### src/rtl/prv_trap_ctrl.sv
// prv_trap_ctrl: machine-mode trap/return sequencer driving CSR update strobes and the fetch redirect.
// Define VECTORED_INT_EN to dispatch interrupts to mtvec base + 4*cause when mtvec[1:0]==2'b01.
module prv_trap_ctrl #(
    parameter int XLEN = 32,
    parameter logic [1:0] MPP_M = 2'b11
) (
    input  logic            CLK,
    input  logic            RST,
    input  logic [15:0]     exc_vec,
    input  logic [XLEN-1:0] exc_epc,
    input  logic [XLEN-1:0] exc_badaddr,
    input  logic            soft_int,
    input  logic            timer_int,
    input  logic            ext_int,
    input  logic            mret,
    input  logic            pipe_clear,
    output logic            flush_req,
    output logic            insert_pc,
    output logic [XLEN-1:0] priv_pc,
    input  logic [XLEN-1:0] mtvec,
    input  logic [XLEN-1:0] mepc,
    input  logic [XLEN-1:0] mie,
    input  logic [XLEN-1:0] mip,
    input  logic [XLEN-1:0] mcause,
    input  logic [XLEN-1:0] mstatus,
    output logic            mip_rup,
    output logic            mcause_rup,
    output logic            mepc_rup,
    output logic            mbadaddr_rup,
    output logic            mstatus_rup,
    output logic [XLEN-1:0] mip_next,
    output logic [XLEN-1:0] mcause_next,
    output logic [XLEN-1:0] mepc_next,
    output logic [XLEN-1:0] mbadaddr_next,
    output logic [XLEN-1:0] mstatus_next
);
    localparam logic [XLEN-1:0] INT_MASK = XLEN'(12'h888);
    typedef enum logic [1:0] {IDLE, DRAIN, COMMIT, REDIRECT} state_t;
    state_t state, state_d;
    logic cap_int, cap_ret, exc_any, int_take, go, bad_code, unused_ok;
    logic [3:0] cap_cause, exc_code, int_code;
    logic [XLEN-1:0] cap_epc, cap_bad, mip_val, irq, base, trap_pc, trap_status, ret_status;
    assign unused_ok = ^{mcause, mtvec[1:0]};
    always_comb begin
        mip_val = mip;
        mip_val[3] = soft_int;
        mip_val[7] = timer_int;
        mip_val[11] = ext_int;
        irq = mip & mie & INT_MASK;
        int_take = mstatus[3] & |irq;
        int_code = irq[11] ? 4'd11 : irq[3] ? 4'd3 : 4'd7;
        exc_any = |(exc_vec & 16'h08ff);
        // later assignments win, so this runs lowest to highest priority
        exc_code = 4'd0;
        if (exc_vec[7]) exc_code = 4'd7;
        if (exc_vec[5]) exc_code = 4'd5;
        if (exc_vec[6]) exc_code = 4'd6;
        if (exc_vec[4]) exc_code = 4'd4;
        if (exc_vec[11]) exc_code = 4'd11;
        if (exc_vec[2]) exc_code = 4'd2;
        if (exc_vec[0]) exc_code = 4'd0;
        if (exc_vec[1]) exc_code = 4'd1;
        if (exc_vec[3]) exc_code = 4'd3;
        state_d = state == IDLE ? ((exc_any | int_take | mret) ? DRAIN : IDLE) :
                  state == DRAIN ? (pipe_clear ? COMMIT : DRAIN) :
                  state == COMMIT ? REDIRECT : IDLE;
        go = state == DRAIN && pipe_clear;
        bad_code = !cap_int && !cap_ret && cap_cause < 4'd8 && cap_cause != 4'd2 && cap_cause != 4'd3;
        trap_status = mstatus;
        trap_status[7] = mstatus[3];
        trap_status[3] = 1'b0;
        trap_status[12:11] = MPP_M;
        ret_status = mstatus;
        ret_status[3] = mstatus[7];
        ret_status[7] = 1'b1;
        base = {mtvec[XLEN-1:2], 2'b00};
    end
`ifdef VECTORED_INT_EN
    assign trap_pc = cap_int && mtvec[1:0] == 2'b01 ? base + (XLEN'(cap_cause) << 2) : base;
`else
    assign trap_pc = base;
`endif
    assign flush_req = state != IDLE;
    assign insert_pc = state == REDIRECT;
    // mepc is read live here so a return sees any write made during COMMIT
    assign priv_pc = state != REDIRECT ? '0 : cap_ret ? mepc : trap_pc;
    always_ff @(posedge CLK or posedge RST) begin
        if (RST) begin
            state <= IDLE;
            cap_int <= 1'b0;
            cap_ret <= 1'b0;
            cap_cause <= '0;
            cap_epc <= '0;
            cap_bad <= '0;
            mip_rup <= 1'b0;
            mcause_rup <= 1'b0;
            mepc_rup <= 1'b0;
            mbadaddr_rup <= 1'b0;
            mstatus_rup <= 1'b0;
            mip_next <= '0;
            mcause_next <= '0;
            mepc_next <= '0;
            mbadaddr_next <= '0;
            mstatus_next <= '0;
        end else begin
            state <= state_d;
            mip_next <= mip_val;
            mip_rup <= mip_val != mip;
            if (state == IDLE) begin
                cap_int <= !exc_any && int_take;
                cap_ret <= !exc_any && !int_take;
                cap_cause <= exc_any ? exc_code : int_code;
                cap_epc <= exc_epc;
                cap_bad <= exc_badaddr;
            end
            mcause_rup <= go && !cap_ret;
            mepc_rup <= go && !cap_ret;
            mbadaddr_rup <= go && bad_code;
            mstatus_rup <= go;
            if (go && !cap_ret) begin
                mcause_next <= {cap_int, {(XLEN-5){1'b0}}, cap_cause};
                mepc_next <= cap_epc;
            end
            if (go && bad_code) mbadaddr_next <= cap_bad;
            if (go) mstatus_next <= cap_ret ? ret_status : trap_status;
        end
    end
endmodule

### config.mk
export PLATFORM = sky130hd
export DESIGN_NAME = prv_trap_ctrl
export DESIGN_NICKNAME = d
export VERILOG_FILES = /design/src/rtl/prv_trap_ctrl.sv
export SDC_FILE = /design/constraint.sdc
export NUM_CORES = 1
export LEC_CHECK = 0
export CAP_MARGIN = 10
export CORE_AREA = 2 2 188 190
export DETAILED_ROUTE_END_ITERATION = 8
export DIE_AREA = 0 0 190 192
export HOLD_SLACK_MARGIN = 0.1
export PLACE_DENSITY = 0.66
export SYNTH_ARGS = -nofsm -noshare
export SYNTH_HDL_FRONTEND = slang
export SYNTH_SLANG_ARGS = --single-unit
### constraint.sdc
create_clock -name CLK -period 15.3 [get_ports CLK]
set_input_delay 3.06 -clock CLK [delete_from_list [all_inputs] [get_ports CLK]]
set_output_delay 3.06 -clock CLK [all_outputs]
set_load 0.005 [all_outputs]
==> out/qor.csv <==
metric;value;unit
crit_arrival;4.54;ns
critPathMostFrequentCell;clkdlybuf4s50_1;
routed_wl;25.5;mm
rsz0062_at_grt;no;
layout_commonest_cell;clkdlybuf4s50_1;
cts_tree;yes;
fin_tns_setup;0;ns
synth_edf_count;0;
max_slew_margin;0.248;
finalHoldViolCount;0;
root_buffer;clkbuf_16;
post-dp-hpwl;18.4;mm
fmax;132;MHz
cp.required;12.24;ns
vdd_drop_max;0.0681;mV
crit_chain;clkdlybuf4s50_1, mux2i_1, nor2_1, clkdlybuf4s50_1;
min_period;7.60;ns
fin_area;0.0132;sq mm
area_delta_synth_final;60.1;%
switching_share;0.307;
holdBufCountCts;0;
grt_max_degree;142;
timing.final.crit_share;0.497;
post_cts_resized;0;
register_area;0.00523;sq mm
clkLatencyLatePin;0.51;ns
post-route-util;0.384;
syn_avg_cell_area;11.1;sq um
final_cell_mix;clkdlybuf4s50_1 (380), nand2_1 (283), dfrtp_1 (208);
numCtsBuffers;24;
p_leak;5.84;nW
r2r_cells;4;
antenna_found_initial;1;
p_seq_frac;0.391;
slew_violations;0;
path_clk_slew;0.05;ns
yosysSeqAreaShare;0.637;
critPathLaunchType;input pin;
tightest_slew;1.12;ns
overflow;0;
drt-initial-drc-count;213;
stdcell_count;1591;
placedCellCount;1548;
critPathMaxStageDelay;0.66;ns
io_buffers;380;
ys_types;36;
first_pass_iters;4;
r2r_setup_slack;12.89;ns
cts.htree.levels;1;
vias;6532;
cp-endpoint;priv_pc[5];
setup_violations;0;
rows;68;
pin_count;478;
place.gp.congestion;0.761;
place_area;0.0124;sq mm
initial_core_util;0.240;
core_area;0.0343;sq mm
final_nets;1398;
cp_max_fo;1;
combPwrFrac;0.362;
grt_use_total;0.135;
syn_area;0.00822;sq mm
status;completed;
timing.rr.start;cap_ret$_DFFE_PP0P_;
p_int;1.56;mW
critPathSlowestCell;clkdlybuf4s50_1;
multiInputGateArea;0.00269;sq mm
hold_path.class;flip-flop to flip-flop;
p_per_area;171;mW/mm^2
async_reset_ff_frac;1.00;
drc;0;
skew;0.00984;ns
drive_gt1_frac;0.106;
cts_buffer_depth;3;
die_w;190;um
die_h;192;um
path_class;input pin to output port;
synth_cells;742;
grt_first_pass_wirelength;38.4;mm
clock-sinks;209;
via_per_inst;4.11;
end_kind;output port;
p_clk_frac;0.247;
p_switching;0.689;mW
fillers;3322;
ant_nets;0;
grt_pass1_vias;6773;
synth-seq-cells;209;
crit_path_start;mtvec[5];
rr_endpoint;mbadaddr_next[5]$_DFFE_PP0P_;
wl_per_cell;16.0;um
synth_flop_cell;dfrtp_1;
yosys_warnings;0;
drv_cap;0;
die_area;0.0365;sq mm
post_cts_buffers;0;
[kinds of logic (layout without fill, tap and decap cells)]
group,after synthesis,count (layout),share of synthesized area
and+or+nand+nor,344,344,0.165
DFF,209,209,0.637
muxes,99,99,0.131
buffers and inverters,70,437,0.0486
AOI/OAI and AO/OA,16,16,0.0148
xor gates and xnor gates,3,3,0.00320
other,1,28,0.000456
[area by class of cell]
class / instances / share of cell area
Timing Repair Buffer: 388 / 0.294
Multi-Input combinational cell: 489 / 0.205
Antenna cell: 1 / 0.000190
Tap cell: 455 / 0.0433
Inverter: 7 / 0.00257
Clock buffer: 33 / 0.0521
Sequential cell: 209 / 0.398
Clock inverter: 9 / 0.00571
[power groups by stage]
stage | clock network (mW) | registers (mW) | logic [mW]
detailed placement | 0 | 0.889 | 0.828
floorplan | 0 | 0.879 | 0.353
global placement | 0 | 0.875 | 0.819
finish | 0.555 | 0.878 | 0.812
CTS | 0.575 | 0.881 | 0.833
global route | 0.602 | 0.907 | 0.896
[stage by stage]
stage          power [mW]  hold WS, ns  setup WS, ns
6_report             2.25        0.466          7.70
5_1_grt              2.40        0.492          7.67
4_1_cts              2.29        0.472          7.69
3_5_place_dp         1.72        0.457          7.69
3_3_place_gp         1.69        0.452          7.67
2_1_floorplan        1.23        0.440          6.53
[metal layers]
metal | routed length, um | up-vias | track usage | share of wire
met3 | 1820 | 36 | 0.0285 | 0.071
met1 | 10100 | 3150 | 0.157 | 0.40
met4 | 571 | 0 | 0.0400 | 0.022
li1 | - | 3076 | - | -
met5 | 0 | - | 0 | 0
met2 | 13000 | 270 | 0.250 | 0.51
[worst min path at each step]
stage	from	endpoint	cells after the start
after CTS	cap_epc[27]$_DFFE_PP0P_	cap_epc[27]$_DFFE_PP0P_	2
after global placement	cap_bad[29]$_DFFE_PP0P_	cap_bad[29]$_DFFE_PP0P_	2
after global routing	cap_bad[22]$_DFFE_PP0P_	cap_bad[22]$_DFFE_PP0P_	2
final	cap_epc[27]$_DFFE_PP0P_	cap_epc[27]$_DFFE_PP0P_	2
after detailed placement	cap_epc[27]$_DFFE_PP0P_	cap_epc[27]$_DFFE_PP0P_	2
after floorplan	cap_bad[0]$_DFFE_PP0P_	cap_bad[0]$_DFFE_PP0P_	2
[Yosys cell counts, types with 2 or more instances]
master | n | area [sq um]
buf_4 | 28 | 210
buf_1 | 7 | 26.3
a22o_1 | 2 | 17.5
a31oi_1 | 5 | 31.3
nand2_1 | 283 | 1060
mux2_2 | 66 | 743
o41ai_1 | 2 | 17.5
or4_1 | 2 | 15.0
nor3_1 | 2 | 10.0
nor2_1 | 45 | 169
buf_2 | 7 | 35.0
nand3_1 | 2 | 10.0
dfrtp_1 | 209 | 5230
inv_1 | 6 | 22.5
mux2_1 | 3 | 33.8
buf_6 | 3 | 33.8
mux2i_1 | 30 | 300
clkbuf_1 | 18 | 67.6
and3_1 | 2 | 12.5
xnor2_1 | 3 | 26.3
o21ai_0 | 2 | 10.0
[worst max-delay path, delay by kind of cell]
| family | cells | cell delay [ns] |
|---|---|---|
| and+or+nand+nor | 1 | 0.20 |
| muxes | 1 | 0.10 |
| buffers and inverters | 2 | 1.18 |
[registers in the layout, indices dropped and copies added (netlist names), 4 cells and up, named ones only]
| name | count |
|---|---|
| mbadaddr_next | 32 |
| cap_epc | 32 |
| cap_cause | 4 |
| mip_next | 32 |
| cap_bad | 32 |
| mepc_next | 32 |
| mcause_next | 5 |
| mstatus_next | 32 |
(Power assumes the default switching activity.)
